$ cat config.mk
export PLATFORM = sky130hd
export DESIGN_NAME = rrv64_ptw_req_arb
export DESIGN_NICKNAME = d
export VERILOG_FILES = /design/src/rtl/rrv64_ptw_req_arb.sv
export SDC_FILE = /design/constraint.sdc
export NUM_CORES = 1
export LEC_CHECK = 0
export CAP_MARGIN = 5
export CORE_AREA = 2 2 125 127
export CTS_BUF_LIST = sky130_fd_sc_hd__clkbuf_2 sky130_fd_sc_hd__clkbuf_4 sky130_fd_sc_hd__clkbuf_8
export DETAILED_ROUTE_END_ITERATION = 10
export DIE_AREA = 0 0 127 129
export PLACE_DENSITY_LB_ADDON = 0.25
export SLEW_MARGIN = 20
export SYNTH_ARGS = -nofsm -noshare
export SYNTH_HDL_FRONTEND = slang
export SYNTH_SLANG_ARGS = --single-unit
$ cat constraint.sdc
create_clock -name clk -period 5.4 [get_ports clk]
set_input_delay 1.08 -clock clk [delete_from_list [all_inputs] [get_ports clk]]
set_output_delay 1.08 -clock clk [all_outputs]
set_load 0.02 [all_outputs]
$ cat src/rtl/rrv64_ptw_req_arb.sv
// Page-table-walk request arbiter: merges ITLB and DTLB walk requests onto a
// single walker port, keeps at most one walk in flight, routes the response
// back to its owner and handles sfence/satp flushes of the in-flight walk.

package rrv64_ptw_pkg;

  typedef struct packed {
    logic [3:0]  trans_id;
    logic [26:0] vpn;
    logic [1:0]  access_type;
  } rrv64_tlb_ptw_req_t;

  typedef struct packed {
    logic [9:0]  reserved;
    logic [43:0] ppn;
    logic [1:0]  rsw;
    logic        d;
    logic        a;
    logic        g;
    logic        u;
    logic        x;
    logic        w;
    logic        r;
    logic        valid;
  } rrv64_pte_t;

  typedef struct packed {
    logic [3:0]  trans_id;
    logic        fault;
    rrv64_pte_t  pte;
  } rrv64_tlb_ptw_resp_t;

  localparam int REQ_W  = $bits(rrv64_tlb_ptw_req_t);
  localparam int RESP_W = $bits(rrv64_tlb_ptw_resp_t);

endpackage

module rrv64_ptw_req_arb
  import rrv64_ptw_pkg::*;
#(
  parameter logic RST_PRIO_DTLB = 1'b1
) (
  input  logic              clk,
  input  logic              rst,
  input  logic              itlb_req_valid,
  input  logic [REQ_W-1:0]  itlb_req,
  output logic              itlb_req_ready,
  input  logic              dtlb_req_valid,
  input  logic [REQ_W-1:0]  dtlb_req,
  output logic              dtlb_req_ready,
  output logic              ptw_req_valid,
  output logic [REQ_W-1:0]  ptw_req,
  input  logic              ptw_req_ready,
  input  logic              ptw_resp_valid,
  input  logic [RESP_W-1:0] ptw_resp,
  output logic              itlb_resp_valid,
  output logic [RESP_W-1:0] itlb_resp,
  input  logic              itlb_resp_ready,
  output logic              dtlb_resp_valid,
  output logic [RESP_W-1:0] dtlb_resp,
  input  logic              dtlb_resp_ready,
  input  logic              flush,
  output logic              busy
);

  typedef enum logic [2:0] {
    S_IDLE,
    S_ISSUE,
    S_WAIT,
    S_RESP,
    S_DRAIN
  } state_e;

  state_e             state_q, state_d;
  logic               rr_ptr_q, rr_ptr_d;   // 1: DTLB wins the next tie
  logic               owner_q, owner_d;     // 1: DTLB owns the walk
  logic [REQ_W-1:0]   ptw_req_q;
  logic [RESP_W-1:0]  resp_q;

  logic grant;
  logic pick_dtlb;
  logic capture;
  logic owner_ready;
  logic resp_out_valid;

  // Grant decision: a sole requester wins, a tie goes to rr_ptr.
  always_comb begin
    pick_dtlb = dtlb_req_valid & (~itlb_req_valid | rr_ptr_q);
    grant     = ~rst & (state_q == S_IDLE) & ~flush & (itlb_req_valid | dtlb_req_valid);
  end

  assign owner_ready = owner_q ? dtlb_resp_ready : itlb_resp_ready;
  assign capture     = (state_q == S_WAIT) & ptw_resp_valid & ~flush;

  // Next-state logic for the walk FSM, pointer and owner.
  always_comb begin
    // NOTE: every always_comb output gets a default first so no path infers a latch.
    state_d  = state_q;
    rr_ptr_d = rr_ptr_q;
    owner_d  = owner_q;
    case (state_q)
      S_IDLE: begin
        if (grant) begin
          state_d  = S_ISSUE;
          owner_d  = pick_dtlb;
          rr_ptr_d = ~pick_dtlb;
        end
      end
      S_ISSUE: begin
        if (flush)              state_d = ptw_req_ready ? S_DRAIN : S_IDLE;
        else if (ptw_req_ready) state_d = S_WAIT;
      end
      S_WAIT: begin
        if (flush)               state_d = ptw_resp_valid ? S_IDLE : S_DRAIN;
        else if (ptw_resp_valid) state_d = S_RESP;
      end
      S_RESP: begin
        if (flush || owner_ready) state_d = S_IDLE;
      end
      S_DRAIN: begin
        if (ptw_resp_valid) state_d = S_IDLE;
      end
      default: state_d = S_IDLE;
    endcase
  end

  // Control state register with synchronous reset.
  always_ff @(posedge clk) begin
    if (rst) begin
      state_q  <= S_IDLE;
      rr_ptr_q <= RST_PRIO_DTLB;
      owner_q  <= 1'b0;
    end else begin
      state_q  <= state_d;
      rr_ptr_q <= rr_ptr_d;
      owner_q  <= owner_d;
    end
  end

  // Payload registers for the walker request and captured response.
  always_ff @(posedge clk) begin
    // NOTE: payloads are qualified by their valids, so they carry no reset.
    if (grant)   ptw_req_q <= pick_dtlb ? dtlb_req : itlb_req;
    if (capture) resp_q    <= ptw_resp;
  end

  assign itlb_req_ready  = grant & ~pick_dtlb;
  assign dtlb_req_ready  = grant & pick_dtlb;

  assign ptw_req_valid   = ~rst & (state_q == S_ISSUE);
  assign ptw_req         = ptw_req_q;

  // A flush in RESP drops the response in the same cycle, so the owner
  // never sees a handshake on a response that is being discarded.
  assign resp_out_valid  = ~rst & (state_q == S_RESP) & ~flush;
  assign itlb_resp_valid = resp_out_valid & ~owner_q;
  assign dtlb_resp_valid = resp_out_valid & owner_q;
  assign itlb_resp       = resp_q;
  assign dtlb_resp       = resp_q;

  assign busy            = ~rst & (state_q != S_IDLE);

endmodule

Yosys cells after proc, flatten, opt, wreduce, memory -nomap -nowiden
Index checks and enable logic that the tools add are counted.
{"block": "totals", "reg_bits": 107, "word_cells": 52, "in_bits": 144}
{"block": "classes", "mux": 12, "reduce_logical": 5, "bitwise_logic": 21, "eq_ne": 9}
{"operator": "33-bit 2-to-1 mux", "count": 1}
{"operator": "3-bit 2-to-1 mux", "count": 9}
{"operator": "3-bit case mux with 5 select lines", "count": 1}
{"operator": "1-bit bitwise AND", "count": 14}
{"operator": "3-bit by 2-bit == test with 1-bit output, second input constant", "count": 2}
{"operator": "2-bit != test, second input constant", "count": 3}
{"operator": "3-bit != test, second input constant", "count": 2}
{"operator": "1-bit inverter", "count": 5}
{"operator": "5-bit AND reduction", "count": 1}
{"operator": "3-bit by 1-bit == test with 1-bit output, second input constant", "count": 1}
{"operator": "3-bit == test, second input constant", "count": 1}
{"operator": "3-bit zero test", "count": 1}
{"operator": "3-bit nonzero test", "count": 1}
{"operator": "1-bit bitwise OR", "count": 2}
{"operator": "2-bit AND reduction", "count": 1}
{"operator": "1-bit logical OR", "count": 1}
{"operator": "1-bit 2-to-1 mux", "count": 1}

Longest topological paths before layout
Gate-level depths: netlist of the first run.
{"block": "logic_depth", "depth_word": 6, "depth_mapped": 5, "ltp_nobuf": 4}

Worst setup path before layout of the first run
No wires, ideal clock.
{"block": "synth_path", "path_kind": "in2out", "from": "input flush", "to": "output itlb_req_ready", "arrival_time_ps": 2458, "path_buffers": 0, "slack_ps": 1862, "cell_stages": 4, "path_cell_list": "nor3_2 o211ai_1 inv_1 and2_1"}
{"block": "synth_via", "elab_chain_cells": 4}
{"element": "start, declared", "line_no": "62", "source": "input logic flush,"}
{"element": "1-bit inverter", "line_no": "89", "source": "grant = ~rst & (state_q == S_IDLE) & ~flush & (itlb_req_valid | dtlb_req_valid);"}
{"element": "1-bit bitwise AND (2 in series)", "line_no": "89"}
{"element": "1-bit bitwise AND", "line_no": "147", "source": "assign itlb_req_ready = grant & ~pick_dtlb;"}
{"element": "end, declared", "line_no": "47", "source": "output logic itlb_req_ready,"}
No other way between the ends.

Worst setup path after layout of the first run
{"block": "layout_path", "from": "input flush", "to": "output itlb_resp_valid"}
{"block": "layout_via", "elab_chain_cells": 3}
{"element": "1-bit inverter", "line_no": "155", "source": "assign resp_out_valid = ~rst & (state_q == S_RESP) & ~flush;"}
{"element": "1-bit bitwise AND", "line_no": "155"}
{"element": "1-bit bitwise AND", "line_no": "156", "source": "assign itlb_resp_valid = resp_out_valid & ~owner_q;"}
{"element": "end, declared", "line_no": "56", "source": "output logic itlb_resp_valid,"}
No other way between the ends.

==> metrics.md, run 1 <==
| Metric | Value |
|---|---|
| H-tree depth | 3 |
| Cell Area, Synth | ~0.0043 mm² |
| Startpoint types | primary input |
| IO Pins | around 320 |
| Share of cells above drive strength 1 | between 10% and 20% |
| All-Layer GR Usage | 14.00% |
| Total number of yosys warnings | 0 |
| Max-slew violations | 0 |
| Final Total Pwr | around 1.6 mW |
| Buf+Inv Stages, Crit Path | 2 |
| First-pass GRT wire length | 16630 µm |
| XOR/XNOR Fraction of Synth Area | 0% |
| Worst-path clk slew | ~0.10 ns |
| Post-CTS Setup Bufs | 0 |
| WL final | 12110 µm |
| Synth area leaders | edfxtp_1 70%, buf_4 12%, mux2_2 8.3% |
| Critical-path maximum fanout | 4 |
| Area Growth Syn to Fin | 70.86% |
| Post-CTS sizing | 0 |
| Final nets | around 660 |
| Critical path's slowest cell | clkdlybuf4s50_1 |
| CP peak stage delay | roughly 0.61 ns |
| Final WS setup | about 1.4 ns |
| Worst setup EP type | output pin |
| Routability cong. | 0.7829 |
| Reg-to-reg startpoint | state_q[0] |
| DIE WIDTH | approximately 130 µm |
| ANT cells | 0 |
| Filler cell count in the final layout | approximately 1.3k |
| Wire per inst | about 17 µm |
| Final ANT Viol Nets | 0 |
| Clock tree root driver cell | clkbuf_8 |
| Remaining global-route overflow | 0 |
| Setup crit start | flush |
| Crit path cell chain | clkdlybuf4s50_1 -> or3_1 -> or2_1 -> nor2_1 -> clkdlybuf4s50_1 |
| Commonest non-fill, non-tap cells in the layout | 320 x clkdlybuf4s50_1, 102 x edfxtp_1, 32 x mux2_2, 9 x clkbuf_8, 8 x nor2_1 |
| Synth Area in Compound Gates | between 1 and 1.5% |
| First DRT Iteration DRCs | around 140 |
| Syn nets | about 400 |
| CP top delay family | buffers and inverters |
| Slew margin rel. | roughly two fifths |
| Post-synthesis mux area share | between 9 and 10% |
| Vias in the first global route | roughly 2.8k |
| Fin crit period | 4.031 ns |
| Fmax | between 200 and 250 MHz |
| Overall die height | 129 µm |
| Vias/cell | slightly above 4 |
| Via count | around 2.9k |
| Critical Setup Path Class | primary input to output pin |
| Worst slew pin tran | slightly above 0.9 ns |
| Initial Utilization | 29.01% |
| #FFs+latches synth | 107 |
| Count of different cell masters after synthesis | 29 |
| Required time of the critical path | between 4 and 5 ns |
| Hold buffers post-CTS | 0 |
| DR pass1 iterations | 4 |
| Post-DP HPWL | between 9000 and 10000 µm |
| Max Cap Violations | 0 |
| Critical path data arrival time | approximately 3 ns |
| Adder-Cell Fraction of Synth Area | 0% |
| Final Util | ~50% |
| Top-area cell type share of the netlist area | between 70% and 80% |
| Worst min path class | flop to flop |
| Worst clock skew | about 0.010 ns |
| Fin crit share | roughly three quarters |
| HP Start | owner_q |
| Synth Area in Simple Gates | approximately 2.9% |
| Row cnt | 45 |
| CTS sink cnt | 107 |
| Sequential share of the synthesized area | 72.79% |
| Power Dens Cells | around 220 mW/mm² |
| Pre-CTS setup slack | between 1 and 1.5 ns |
| Initial antenna violation count | 1 |
| Static leakage | 2.556 nW |
| Syn avg cell area | between 15 and 20 µm² |
| Most common cell after layout, fill and taps aside | clkdlybuf4s50_1 |
| CTS tree | yes |
| Setup violations, final | 0 |
| RSZ-0062 raised after global routing | no |
| TNS Setup | 0 ns |
| Outcome | finished, final reports clean |
| Most used cell, CP | clkdlybuf4s50_1 |
| Cells after synthesis | 252 |
| CTS buffer count | 9 |
| Die ar. | between 0.015 and 0.02 mm² |
| Max VDD drop | approximately 0.00012 V |
| CTS max path bufs | 2 |
| Core Box Area | around 0.015 mm² |
| PortBufs | between 300 and 400 |
| Area leader, netlist | edfxtp_1 |
| Drt drc | 0 |
| Final hold vios | 0 |
| Main combinational cell family by area after synthesis | buffers and inverters |
| Clk_lat worst skew | ~0.4 ns |
| Largest net degree at the start of global routing | 42 |
==> synthesized netlist by cell type <==
cell,number
mux2i_1,2
buf_2,1
a211oi_1,1
mux2_2,32
nor3_2,1
mux2_1,2
edfxtp_1,102
nand2b_1,1
or2_2,1
a21oi_1,3
dfxtp_1,5
nor2_1,8
or3_1,1
and3_1,1
or2_1,1
buf_6,1
o21ai_0,3
and2_1,1
o21ai_4,1
and4b_1,1
buf_8,3
nand2_1,2
buf_4,69
nor3_1,2
nor4b_1,1
o211ai_1,1
inv_1,3
nor3b_1,1
nand4_1,1
==> per-layer routing <==
layer	share of wire [%]	global-route usage (%)	vias up
met5	0	0	-
li1	-	-	1369
met3	8.7	4.823	16
met1	34	13.95	1335
met2	55	26.66	188
met4	1.7	5.624	0
==> worst min-delay path, delay by kind of cell (launching register included) <==
kind             cells  cell delay, ns
flip-flops           1            0.37
multiplexers         1            0.06
AND/OR/NAND/NOR      1            0.10
==> path summary, 6_finish.rpt <==
| check | slack, ns | endpoint | cells past startpoint |
|---|---|---|---|
| setup reg to reg | 3.22 | dtlb_resp[32] | 3 |
| hold reg to reg | 0.58 | owner_q | 2 |
| hold / removal | 0.58 | owner_q | 2 |
| setup / recovery | 1.37 | itlb_resp_valid | 5 |
==> sequential cells by signal, indices dropped and copies added, names as in the netlist <==
| register | cells |
|---|---|
| ptw_req | 33 |
| rr_ptr_q | 1 |
| owner_q | 1 |
| state_q | 3 |
| dtlb_resp | 69 |
==> report_power, final <==
part	switching, mW	internal, mW
Sequential	0.00643	0.927
Clock	0.291	0.183
Combinational	0.0637	0.138
==> logic make-up (layout without fill, tap and decap cells) <==
kind of cell	Yosys count	in the layout
DFF	107	107
muxes	36	36
and+or+nand+nor	23	23
AOI/OAI and AO/OA	9	9
buffers and inverters	77	343
==> metrics by stage <==
| stage | cells | hold WS (ns) | area (µm²) |
|---|---|---|---|
| 3_5_place_dp | 690 | 0.5583 | 7236 |
| 5_1_grt | 706 | 0.5985 | 7425 |
| 3_3_place_gp | 690 | 0.5479 | 7236 |
| 2_1_floorplan | 252 | 0.4902 | 4345 |
| 4_1_cts | 706 | 0.5767 | 7425 |
| 6_report | 706 | 0.5790 | 7425 |
==> final cells by class <==
type | instances | area [µm²] | area share (%)
clock buffer | 10 | 131.4 | 1.769
clock inverter | 6 | 57.56 | 0.7752
inverter | 3 | 11.26 | 0.1517
multi-input combinational | 68 | 593.1 | 7.988
sequential | 107 | 3163 | 42.60
tap | 188 | 235.2 | 3.168
timing repair buffer | 324 | 3233 | 43.55
Note: power is estimated with default switching activity, not from simulation.
==> inputs of run 2 (changes only) <==
Settings changed: CORE_AREA 2 2 125 127 to 2 2 124 126, DIE_AREA 0 0 127 129 to 0 0 126 128.
Clock period 5.4 ns to 3.4 ns, I/O delays scaled along.
==> metrics.md, run 2 (synthesized netlist as in run 1, its figures left out) <==
| Metric | Value |
|---|---|
| Share of cells above drive strength 1 | 10.62% (-0.19 points) |
| Worst-path clk slew | 0.10 ns (about the same) |
| First DRT Iteration DRCs | 162 (+18%) |
| RSZ-0062 raised after global routing | no |
| Static leakage | 2.549 nW (-0.28%) |
| Multi-input gate area | 593.1 µm² (unchanged) |
| Final ANT Viol Nets | 0 (unchanged) |
| Final nets | 657 (unchanged) |
| Clock tree root driver cell | clkbuf_8 |
| All-Layer GR Usage | 13.83% (-0.18 points) |
| CTS max path bufs | 2 (unchanged) |
| Met2 GRT Util | 26.72% (+0.063 points) |
| Reg area | 0.003163 mm² (unchanged) |
| Max-slew violations | 0 (unchanged) |
| Largest net degree at the start of global routing | 50 (+19%) |
| Vias/cell | 4.146 (+0.65%) |
| Global route hottest layer | met2 |
| Drt drc | 0 (unchanged) |
| IO Pins | 321 (unchanged) |
| Critical Setup Path Class | primary input to output pin |
| Max Cap Violations | 0 (unchanged) |
| Overall die height | 128 µm (-0.78%) |
| Met3 usage | 4.341% (-0.48 points) |
| Worst clock skew | 0.008367 ns (-0.001657 ns) |
| H-tree depth | 3 (unchanged) |
| Fin Hold WS | 0.5501 ns (-0.02885 ns) |
| Hold buffers post-CTS | 0 (unchanged) |
| Most common cell after layout, fill and taps aside | clkdlybuf4s50_1 |
| Power Dens Cells | 342.7 mW/mm² (+58%) |
| Via count | 2927 (+0.65%) |
| Die ar. | 0.01613 mm² (-1.6%) |
| Reg-to-reg startpoint | state_q[0] |
| Flop2flop setup slack | 1.66 ns (-1.56 ns) |
| Worst setup EP type | output pin |
| Required time of the critical path | 2.72 ns (-1.60 ns) |
| Core Box Area | 0.01486 mm² (-0.75%) |
| Fin crit share | 94.63% |
| Reg2reg end | ptw_req[16] |
| CTS tree | yes |
| PortBufs | 320 (unchanged) |
| Routability cong. | 0.7583 (-3.1%) |
| Final hold vios | 0 (unchanged) |
| Commonest non-fill, non-tap cells in the layout | 320 x clkdlybuf4s50_1, 102 x edfxtp_1, 32 x mux2_2, 9 x clkbuf_8, 8 x nor2_1 |
| TNS Setup | 0 ns (unchanged) |
| Setup crit start | rst |
| Post-DP HPWL | 9464 µm (-3.9%) |
| WL final | 11790 µm (-2.6%) |
| Vias in the first global route | 2917 (+2.4%) |
| Area Growth Syn to Fin | 71.12% |
| Met1 usage | 13.31% (-0.63 points) |
| Slew margin rel. | 70.44% (+32 points) |
| Remaining global-route overflow | 0 (unchanged) |
| Post-CTS sizing | 0 (unchanged) |
| HP Start | owner_q |
| Critical path data arrival time | 2.54 ns (-0.41 ns) |
| CTS buffer count | 9 (unchanged) |
| Worst slew pin tran | 0.4434 ns (-0.4835 ns) |
| Row cnt | 45 (unchanged) |
| Startpoint types | primary input |
| Initial Utilization | 29.23% (+0.22 points) |
| Max VDD drop | 0.0001622 V (+38%) |
| CTS sink cnt | 107 (unchanged) |
| Reg2reg path depth | 4 (+1) |
| Fmax | slightly above 300 MHz |
| Filler cell count in the final layout | 1315 (+2.8%) |
| Critical-path maximum fanout | 7 (+3) |
| Clk_lat worst skew | 0.38 ns (about the same) |
| Fin crit period | 3.218 ns |
| Wire per inst | 16.70 µm (-2.6%) |
| DIE WIDTH | 126 µm (-0.79%) |
| Initial antenna violation count | 0 (-1) |
| Max reg flops | 69 (unchanged) |
| Worst hold path stage count | 2 (unchanged) |
| First-pass GRT wire length | 16370 µm (-1.5%) |
| ANT cells | 0 (unchanged) |
| DR pass1 iterations | 4 (unchanged) |
| Outcome | finished, final reports clean |
| Setup violations, final | 0 (unchanged) |
| Hold endpoint | owner_q |
| Post-CTS Setup Bufs | 0 (unchanged) |
| Worst min path class | flop to flop |
run 2: cell count changes in the layout (fill, tap and decap cells not counted), sizes merged:
cell,before,now
clkinvlp,0,2
clkbuf,10,9
clkinv,4,3
run 2: cell type report:
| class | count | share of cell area (%) |
|---|---|---|
| repair buffers | 324 | 43.65 |
| flip-flops and latches | 107 | 42.54 |
| multi-input cells | 68 | 7.976 |
| well taps | 188 | 3.163 |
| clock buffers | 9 | 1.666 |
| clock inverters | 7 | 0.8582 |
| inverters | 3 | 0.1514 |
run 2: worst max-delay path by stage:
| stage | endpoint | cells past startpoint |
|---|---|---|
| after floorplan | dtlb_resp[0] | 2 |
| after global placement | itlb_resp_valid | 5 |
| after detailed placement | dtlb_resp_valid | 5 |
| after CTS | dtlb_resp_valid | 5 |
| after global routing | itlb_req_ready | 6 |
| final | dtlb_resp_valid | 5 |
run 2: power by group:
group	internal (mW)	switching, mW	total, mW
Clock	0.279	0.467	0.746
Combinational	0.220	0.100	0.320
Sequential	1.47	0.0101	1.48
run 2: stage by stage:
step,setup slack (ns),instance area [µm²],power [mW],utilization (%),instances
after global placement,0.2010,7248,1.830,48.76,690
after floorplan,0.4338,4345,1.620,-,252
after CTS,0.1954,7436,2.587,50.03,706
after global routing,0.07537,7436,2.652,50.03,706
final,0.1824,7436,2.548,50.03,706
after detailed placement,0.1931,7248,1.835,48.76,690
run 2: critical path, stage by stage:
cell and delay, ns:
clkdlybuf4s50_1 0.51, or3_1 0.38, or2_1 0.25, nor2_1 0.10
clkdlybuf4s50_1 0.61
run 2: metal layers:
metal | up-vias | share of wire [%]
met2 | 181 | 56
met1 | 1359 | 34
met4 | 0 | 2.2
li1 | 1371 | -
met5 | - | 0
met3 | 16 | 8.3
